File: src/rtl/keypad_scanner_buffered_if.sv
// Event/digit bus between the keypad scanner and the lock controller.
// The scanner owns the master side: it drives the digit buffer, count, event code,
// valid and the key pulse. The lock controller answers with ready.
interface keypad_scanner_buffered_if #(
   parameter int MAX_DIGITS = 20
);
   localparam int CW = $clog2(MAX_DIGITS + 1);

   logic [4*MAX_DIGITS-1:0] digitos_value;
   logic [CW-1:0]           digitos_count;
   logic [1:0]              digitos_event;
   logic                    digitos_valid;
   logic                    digitos_ready;
   logic                    key_pressed;

   modport master (
      output digitos_value,
      output digitos_count,
      output digitos_event,
      output digitos_valid,
      output key_pressed,
      input  digitos_ready
   );

   modport slave (
      input  digitos_value,
      input  digitos_count,
      input  digitos_event,
      input  digitos_valid,
      input  key_pressed,
      output digitos_ready
   );
endinterface

File: src/rtl/keypad_scanner_buffered.sv
// 4x4 keypad scanner with press/release debounce and a nibble digit buffer.
// Confirm, clear and timeout results are held on a valid/ready handshake.
// Optional build macro KEYPAD_BACKSPACE_EN turns key C into backspace
// (when undefined, C is ignored like D/E/F).
module keypad_scanner_buffered #(
   parameter int MAX_DIGITS      = 20,
   parameter int DEBOUNCE_CYCLES = 100,
   parameter int SCAN_DIV        = 1,
   parameter int TIMEOUT_CYCLES  = 5000
) (
   input  logic                             clk,
   input  logic                             rst,
   input  logic                             enable,
   input  logic [3:0]                       col_matriz,
   output logic [3:0]                       lin_matriz,
   keypad_scanner_buffered_if.master        dig
);
   localparam int BW = 4 * MAX_DIGITS;
   localparam int CW = $clog2(MAX_DIGITS + 1);
   localparam int DW = $clog2(DEBOUNCE_CYCLES + 1);
   localparam int SW = $clog2(SCAN_DIV + 1);
   localparam int TW = $clog2(TIMEOUT_CYCLES + 1);

   localparam logic [1:0] EVT_NONE    = 2'd0;
   localparam logic [1:0] EVT_CONFIRM = 2'd1;
   localparam logic [1:0] EVT_CLEAR   = 2'd2;
   localparam logic [1:0] EVT_TIMEOUT = 2'd3;

   typedef enum logic [2:0] {
      ST_IDLE     = 3'd0,
      ST_SCAN     = 3'd1,
      ST_DEBOUNCE = 3'd2,
      ST_DECODE   = 3'd3,
      ST_RELEASE  = 3'd4,
      ST_REPORT   = 3'd5
   } state_t;

   state_t          state_r, state_s;
   logic [1:0]      row_r, row_s;
   logic [SW-1:0]   div_r, div_s;
   logic [DW-1:0]   deb_r, deb_s;
   logic [TW-1:0]   to_r, to_s;
   logic [3:0]      col_lat_r, col_lat_s;
   logic [BW-1:0]   buf_r, buf_s;
   logic [CW-1:0]   cnt_r, cnt_s;
   logic [1:0]      evt_r, evt_s;
   logic            valid_r, valid_s;
   logic            kp_r, kp_s;
   logic [3:0]      lin_r, lin_s;
   logic [1:0]      col_idx_s;
   logic            multi_s;
   logic [3:0]      key_s;

   // Keypad legend: row0 1 2 3 C, row1 4 5 6 D, row2 7 8 9 E, row3 A 0 B F
   function automatic logic [3:0] key_decode(input logic [1:0] row, input logic [1:0] col);
      logic [3:0] k;
      case ({row, col})
         4'b00_00: k = 4'h1;
         4'b00_01: k = 4'h2;
         4'b00_10: k = 4'h3;
         4'b00_11: k = 4'hC;
         4'b01_00: k = 4'h4;
         4'b01_01: k = 4'h5;
         4'b01_10: k = 4'h6;
         4'b01_11: k = 4'hD;
         4'b10_00: k = 4'h7;
         4'b10_01: k = 4'h8;
         4'b10_10: k = 4'h9;
         4'b10_11: k = 4'hE;
         4'b11_00: k = 4'hA;
         4'b11_01: k = 4'h0;
         4'b11_10: k = 4'hB;
         4'b11_11: k = 4'hF;
         default:  k = 4'hF;
      endcase
      return k;
   endfunction

   // Column index of the latched pattern; anything but a single low column is a chord
   always_comb begin
      col_idx_s = 2'd0;
      multi_s   = 1'b0;
      case (col_lat_r)
         4'b0111: col_idx_s = 2'd0;
         4'b1011: col_idx_s = 2'd1;
         4'b1101: col_idx_s = 2'd2;
         4'b1110: col_idx_s = 2'd3;
         default: multi_s   = 1'b1;
      endcase
      key_s = key_decode(row_r, col_idx_s);
   end

   // Next-state and datapath: every register holds unless its state says otherwise
   always_comb begin
      state_s   = state_r;
      row_s     = row_r;
      div_s     = div_r;
      deb_s     = deb_r;
      to_s      = to_r;
      col_lat_s = col_lat_r;
      buf_s     = buf_r;
      cnt_s     = cnt_r;
      evt_s     = evt_r;
      valid_s   = valid_r;
      kp_s      = 1'b0;
      case (state_r)
         ST_IDLE: begin
            state_s = ST_SCAN;
            div_s   = '0;
         end
         ST_SCAN: begin
            if (col_matriz != 4'b1111) begin
               // The detecting cycle counts as the first stable cycle
               state_s   = ST_DEBOUNCE;
               col_lat_s = col_matriz;
               deb_s     = DW'(1);
            end else begin
               if (div_r >= SW'(SCAN_DIV - 1)) begin
                  div_s = '0;
                  row_s = row_r + 2'd1;
               end else begin
                  div_s = div_r + SW'(1);
               end
               if (cnt_r == '0) begin
                  to_s = to_r;
               end else if (to_r >= TW'(TIMEOUT_CYCLES - 1)) begin
                  state_s = ST_REPORT;
                  evt_s   = EVT_TIMEOUT;
                  valid_s = 1'b1;
                  buf_s   = {MAX_DIGITS{4'hE}};
               end else begin
                  to_s = to_r + TW'(1);
               end
            end
         end
         ST_DEBOUNCE: begin
            if (col_matriz != col_lat_r) begin
               state_s = ST_SCAN;
               deb_s   = '0;
               div_s   = '0;
            end else if (deb_r >= DW'(DEBOUNCE_CYCLES - 1)) begin
               state_s = ST_DECODE;
               deb_s   = '0;
            end else begin
               deb_s = deb_r + DW'(1);
            end
         end
         ST_DECODE: begin
            state_s = ST_RELEASE;
            if (multi_s) begin
               buf_s = buf_r;
            end else if (key_s <= 4'h9) begin
               // A full buffer drops the digit but the key is still acknowledged
               kp_s = 1'b1;
               if (cnt_r < CW'(MAX_DIGITS)) begin
                  buf_s = BW'({buf_r, key_s});
                  cnt_s = cnt_r + CW'(1);
                  to_s  = '0;
               end else begin
                  buf_s = buf_r;
               end
            end else if (key_s == 4'hA) begin
               state_s = ST_REPORT;
               evt_s   = EVT_CONFIRM;
               valid_s = 1'b1;
            end else if (key_s == 4'hB) begin
               state_s = ST_REPORT;
               evt_s   = EVT_CLEAR;
               valid_s = 1'b1;
               buf_s   = {MAX_DIGITS{4'hF}};
            end else if (key_s == 4'hC) begin
`ifdef KEYPAD_BACKSPACE_EN
               if (cnt_r != '0) begin
                  buf_s = BW'({4'hF, buf_r} >> 4);
                  cnt_s = cnt_r - CW'(1);
                  kp_s  = 1'b1;
                  to_s  = '0;
               end else begin
                  buf_s = buf_r;
               end
`else
               buf_s = buf_r;
`endif
            end else begin
               buf_s = buf_r;
            end
         end
         ST_RELEASE: begin
            if (col_matriz != 4'b1111) begin
               deb_s = '0;
            end else if (deb_r >= DW'(DEBOUNCE_CYCLES - 1)) begin
               state_s = ST_SCAN;
               deb_s   = '0;
               div_s   = '0;
            end else begin
               deb_s = deb_r + DW'(1);
            end
         end
         ST_REPORT: begin
            if (dig.digitos_ready) begin
               valid_s = 1'b0;
               evt_s   = EVT_NONE;
               buf_s   = {MAX_DIGITS{4'hF}};
               cnt_s   = '0;
               to_s    = '0;
               deb_s   = '0;
               div_s   = '0;
               if (evt_r == EVT_TIMEOUT) begin
                  state_s = ST_SCAN;
               end else begin
                  state_s = ST_RELEASE;
               end
            end else begin
               valid_s = 1'b1;
            end
         end
         default: begin
            state_s = ST_IDLE;
         end
      endcase
   end

   // Row drive follows the next state so the pins line up with the state register
   always_comb begin
      case (state_s)
         ST_SCAN, ST_DEBOUNCE, ST_DECODE, ST_RELEASE: lin_s = ~(4'b1000 >> row_s);
         default:                                     lin_s = 4'b1111;
      endcase
   end

   // State and output registers; rst wins, enable low is a soft reset
   always_ff @(posedge clk) begin
      if (rst || !enable) begin
         state_r   <= ST_IDLE;
         row_r     <= 2'd0;
         div_r     <= '0;
         deb_r     <= '0;
         to_r      <= '0;
         col_lat_r <= 4'b1111;
         buf_r     <= {MAX_DIGITS{4'hF}};
         cnt_r     <= '0;
         evt_r     <= EVT_NONE;
         valid_r   <= 1'b0;
         kp_r      <= 1'b0;
         lin_r     <= 4'b1111;
      end else begin
         state_r   <= state_s;
         row_r     <= row_s;
         div_r     <= div_s;
         deb_r     <= deb_s;
         to_r      <= to_s;
         col_lat_r <= col_lat_s;
         buf_r     <= buf_s;
         cnt_r     <= cnt_s;
         evt_r     <= evt_s;
         valid_r   <= valid_s;
         kp_r      <= kp_s;
         lin_r     <= lin_s;
      end
   end

   assign lin_matriz        = lin_r;
   assign dig.digitos_value = buf_r;
   assign dig.digitos_count = cnt_r;
   assign dig.digitos_event = evt_r;
   assign dig.digitos_valid = valid_r;
   assign dig.key_pressed   = kp_r;
endmodule

File: src/flat_wrapper.sv
// flat-port wrapper written by rule: the top's interface ports become plain ports
module keypad_scanner_buffered_flat 
#(
   parameter int MAX_DIGITS      = 20,
   parameter int DEBOUNCE_CYCLES = 100,
   parameter int SCAN_DIV        = 1,
   parameter int TIMEOUT_CYCLES  = 5000
)
  (clk, rst, enable, col_matriz, lin_matriz, dig_digitos_value, dig_digitos_count, dig_digitos_event, dig_digitos_valid, dig_key_pressed, dig_digitos_ready);
  keypad_scanner_buffered_if #(.MAX_DIGITS(MAX_DIGITS)) dig_i ();
  input  logic clk;
  input  logic rst;
  input  logic enable;
  input  logic [3:0] col_matriz;
  output logic [3:0] lin_matriz;
  output wire logic [$bits(dig_i.digitos_value)-1:0] dig_digitos_value;
  output wire logic [$bits(dig_i.digitos_count)-1:0] dig_digitos_count;
  output wire logic [$bits(dig_i.digitos_event)-1:0] dig_digitos_event;
  output wire logic [$bits(dig_i.digitos_valid)-1:0] dig_digitos_valid;
  output wire logic [$bits(dig_i.key_pressed)-1:0] dig_key_pressed;
  input wire logic [$bits(dig_i.digitos_ready)-1:0] dig_digitos_ready;
  assign dig_digitos_value = dig_i.digitos_value;
  assign dig_digitos_count = dig_i.digitos_count;
  assign dig_digitos_event = dig_i.digitos_event;
  assign dig_digitos_valid = dig_i.digitos_valid;
  assign dig_key_pressed = dig_i.key_pressed;
  assign dig_i.digitos_ready = dig_digitos_ready;
  keypad_scanner_buffered #(.MAX_DIGITS(MAX_DIGITS), .DEBOUNCE_CYCLES(DEBOUNCE_CYCLES), .SCAN_DIV(SCAN_DIV), .TIMEOUT_CYCLES(TIMEOUT_CYCLES)) u_core (.clk(clk), .rst(rst), .enable(enable), .col_matriz(col_matriz), .lin_matriz(lin_matriz), .dig(dig_i));
endmodule
File: config.mk
export PLATFORM = sky130hd
export DESIGN_NAME = keypad_scanner_buffered_flat
export DESIGN_NICKNAME = d
export VERILOG_FILES = /design/src/rtl/keypad_scanner_buffered_if.sv /design/src/rtl/keypad_scanner_buffered.sv /design/src/flat_wrapper.sv
export SDC_FILE = /design/constraint.sdc
export NUM_CORES = 1
export LEC_CHECK = 0
export BUFFER_PORTS_ARGS = -buffer_cell sky130_fd_sc_hd__buf_2
export CAP_MARGIN = 20
export CELL_PAD_IN_SITES_DETAIL_PLACEMENT = 0
export CELL_PAD_IN_SITES_GLOBAL_PLACEMENT = 1
export CORE_MARGIN = 3
export CORE_UTILIZATION = 45
export DETAILED_ROUTE_END_ITERATION = 7
export PLACE_DENSITY_LB_ADDON = 0.15
export REMOVE_ABC_BUFFERS = 1
export SLEW_MARGIN = 20
export SYNTH_ARGS = -nofsm -noshare
export SYNTH_HDL_FRONTEND = slang
export SYNTH_SLANG_ARGS = --single-unit
File: constraint.sdc
create_clock -name clk -period 4.8 [get_ports clk]
set_input_delay 0.48 -clock clk [delete_from_list [all_inputs] [get_ports clk]]
set_output_delay 0.48 -clock clk [all_outputs]
set_load 0.02 [all_outputs]
==> qor.txt <==
status = completed
H-tree Lvls = 4
sequential share of the synthesized area = 0.413
clock skew = 0.00848 ns
slowest stage delay, CP = 0.63 ns
Resize count post-CTS = 0
GRT Util Overall = 0.203
post-DR vias/cell = 5.72
IO buf count = 100
share of layout cells above drive strength 1 = 0.205
largest net degree at the start of global routing = 81
Final HPWL DP = 9700 microns
Reg2Reg Launch Point = u_core.col_lat_r[2]
Hold Path Depth = 3
reg2reg end = u_core.dig.digitos_value[73]
cells after synthesis = 679
row count = 41
YS warnings = 0
Setup crit start kind = flop
worst slew pin tran = 0.917 ns
setup TNS = 0 ns
Post CTS Setup Buffer Count = 0
Synth async-reset ratio = 0
Synth Area in Compound Gates = 0.157
unrepaired setup endpoints after global routing = false
met2 WL = 7180 microns
global-route wire length before repair = 23,900 microns
CTS sink cnt = 122
Starting Density = 0.465
Die H = 121 microns
most used cell, CP = buf_4
clk_lat worst skew = 0.43 ns
Worst Hold End = u_core.col_lat_r[3]
drt total wl = 14,800 microns
core footprint = 12,700 sq um
clk buf depth = 2
Die Width = 121 microns
mapped cell area = 5910 sq um
Tmin final = 4.11 ns
post-synthesis register bit count = 122
DIE AREA = 14,500 sq um
clk root buf = clkbuf_16
Max Slew Vio Count = 0
routed wl met3 = 755 microns
Synth Area in Adders = 0.0169
antenna viol nets, final = 0
Lkg Pwr = 2.20 nW
crit path cell chain = xor2_1, nand3_1, ha_1, or3_1, a31oi_2, buf_4, nand2b_2, o211a_1, buf_4, and3_4, buf_12, mux2i_1
final worst path period share = 0.855
CP endpoint kind = flop
Placer Congestion = 0.825
syn avg cell area = 8.71 sq um
initial antenna violation count = 0
DRT iter0 DRCs = 490
GRT overflow = 0
slew margin rel. = 0.389
DRC viols = 0
power per cell area = 334 nW/um^2
# IOs = 101
post-synthesis mux area share = 0.110
# placed instances = 896
Hold Crit Start = col_matriz[3]
Worst Reg-to-Reg Cells = 12
XOR/XNOR share of the synthesized area = 0.0353
vias in the first global route = 4,720
CTS tree = yes
antenna diode count = 0
M1 WL = 6640 microns
Hold-fix buffers, CTS = 0
Slowest cell on crit path = and3_4
Fmax achieved = 244 MHz
Fillers = 1,236
drt wl/cell = 15.9 microns
Pre-antenna DRT Iters = 5
Final nets = 759
Final Setup Violations = 0
Final Power = 2.35 mW
worst vdd ir = 211 uV
Critical Path RT = 5.15 ns
non-filler cells in the finished layout = 928
area grow syn2layout = 18.8%
r2r setup slk = 0.69 ns
Top Metal Used = met4
Hold Path Class = in2reg
Synth cell types = 62
max-cap violations = 0
combinational family with the most area after synthesis = simple AND/OR/NAND/NOR gates
top_reg_cell synth = dfxtp_1
Hold Fails Final Rpt = 0
cts bufs inserted = 17
Post-synth EDFFs = 0
vias = 5,308
CP Max Fanout = 43
WS Path Type = reg2reg
Post-Synth Simple-Gate Area = 0.212
Worst-path clk slew = 0.06 ns
Arr. time, crit path = 4.45 ns
[critical path: cells and delay by family, from the launching register on]
family	cells	cell delay, ns
compound gates	2	0.31
buf+inv	3	0.87
xor+xnor	1	0.18
simple gates	4	1.38
flops	1	0.58
mux	1	0.24
fa+ha+maj	1	0.39
[per-stage QoR]
| step | utilization | setup slack [ns] | area [sq um] | hold WS (ns) |
|---|---|---|---|---|
| finish | 0.552 | 0.694 | 7020 | 0.362 |
| global route | 0.552 | 0.455 | 7020 | 0.361 |
| CTS | 0.552 | 0.736 | 7020 | 0.341 |
| detailed placement | 0.507 | 0.769 | 6450 | 0.440 |
| global placement | 0.507 | 0.923 | 6450 | 0.436 |
| floorplan | - | -2.53 | 5630 | 0.440 |
[per-layer routing]
layer,global-route usage,vias to the layer above
met5,0,-
met4,0.0779,0
met3,0.0514,24
met2,0.333,143
met1,0.257,2524
li1,-,2617
[cell usage after synthesis (2+ instances only)]
library cell | n | area share
nand4_1 | 9 | 0.0095
dfxtp_1 | 122 | 0.41
o22ai_1 | 3 | 0.0032
or3_1 | 8 | 0.0085
clkbuf_1 | 41 | 0.026
and3_1 | 7 | 0.0074
o21ai_0 | 12 | 0.010
a21oi_1 | 17 | 0.014
nor4_1 | 5 | 0.0053
mux2i_1 | 63 | 0.11
o311ai_0 | 2 | 0.0030
o21a_1 | 3 | 0.0038
nand3b_1 | 2 | 0.0025
inv_1 | 11 | 0.0070
a311o_1 | 2 | 0.0034
a221o_1 | 3 | 0.0051
nand2_1 | 23 | 0.015
nand2b_1 | 8 | 0.0085
nand3_1 | 11 | 0.0093
a211oi_1 | 3 | 0.0038
nor3_1 | 67 | 0.057
o21ai_1 | 2 | 0.0017
a211o_1 | 2 | 0.0030
a31oi_1 | 25 | 0.026
o31ai_1 | 20 | 0.025
xnor2_1 | 7 | 0.010
a41oi_1 | 4 | 0.0059
buf_4 | 8 | 0.010
a311oi_1 | 19 | 0.028
ha_1 | 8 | 0.017
a22oi_1 | 2 | 0.0025
buf_2 | 14 | 0.012
xor2_1 | 15 | 0.022
and4b_1 | 3 | 0.0051
nor2_1 | 101 | 0.064
[flip-flops by register name, indices dropped and copies added (netlist names)]
register,cells
u_core.dig.digitos_event,2
u_core.row_r,2
u_core.dig.digitos_count,5
u_core.dig.digitos_valid,1
u_core.dig.digitos_value,80
u_core.col_lat_r,4
u_core.deb_r,7
u_core.to_r,13
u_core.state_r,3
u_core.lin_matriz,4
u_core.dig.key_pressed,1
[logic make-up after synthesis]
| group | count (synthesis) |
|---|---|
| simple gates | 257 |
| xor+xnor | 23 |
| compound gates | 130 |
| fa+ha+maj | 8 |
| mux | 65 |
| flops | 122 |
| buf+inv | 74 |
[cells in the final DEF, fill, tap and decap left out, types with 8 or more instances in the layout]
cell,instances
nand2_1,23
nor2_1,101
a31oi_1,24
or3_1,8
o31ai_1,20
a21oi_1,17
o21ai_0,12
nand3_1,11
inv_1,11
clkbuf_16,17
a311oi_1,19
ha_1,8
xor2_1,15
dfxtp_1,122
buf_2,100
nor3_1,67
nand4_1,9
mux2i_1,63
[power by group]
| part | leakage (nW) | switching, mW | internal [mW] |
|---|---|---|---|
| Sequential | 0.987 | 0.00674 | 1.02 |
| Clock | 0.283 | 0.478 | 0.762 |
| Combinational | 0.934 | 0.0591 | 0.0244 |
| Total | 2.20 | 0.544 | 1.80 |
[worst max path at each step]
stage / cells after the start / endpoint / slack (ns) / start
floorplan: 9 / u_core.dig.digitos_value[2] / -2.53 / u_core.col_lat_r[2]
global placement: 12 / u_core.dig.digitos_value[25] / 0.92 / u_core.col_lat_r[2]
detailed placement: 12 / u_core.dig.digitos_value[73] / 0.77 / u_core.col_lat_r[2]
CTS: 12 / u_core.dig.digitos_value[73] / 0.74 / u_core.col_lat_r[2]
global route: 12 / u_core.dig.digitos_value[39] / 0.46 / u_core.col_lat_r[2]
finish: 12 / u_core.dig.digitos_value[73] / 0.69 / u_core.col_lat_r[2]
[area by class of cell]
type | count | area, sq um | share of cell area
multi-input combinational | 483 | 3170 | 0.452
sequential | 122 | 2440 | 0.348
timing repair buffer | 108 | 573 | 0.0816
clock buffer | 17 | 425 | 0.0606
tap | 172 | 215 | 0.0306
clock inverter | 15 | 153 | 0.0217
inverter | 11 | 41.3 | 0.00588
No activity file was read; power rests on OpenSTA's default activity.
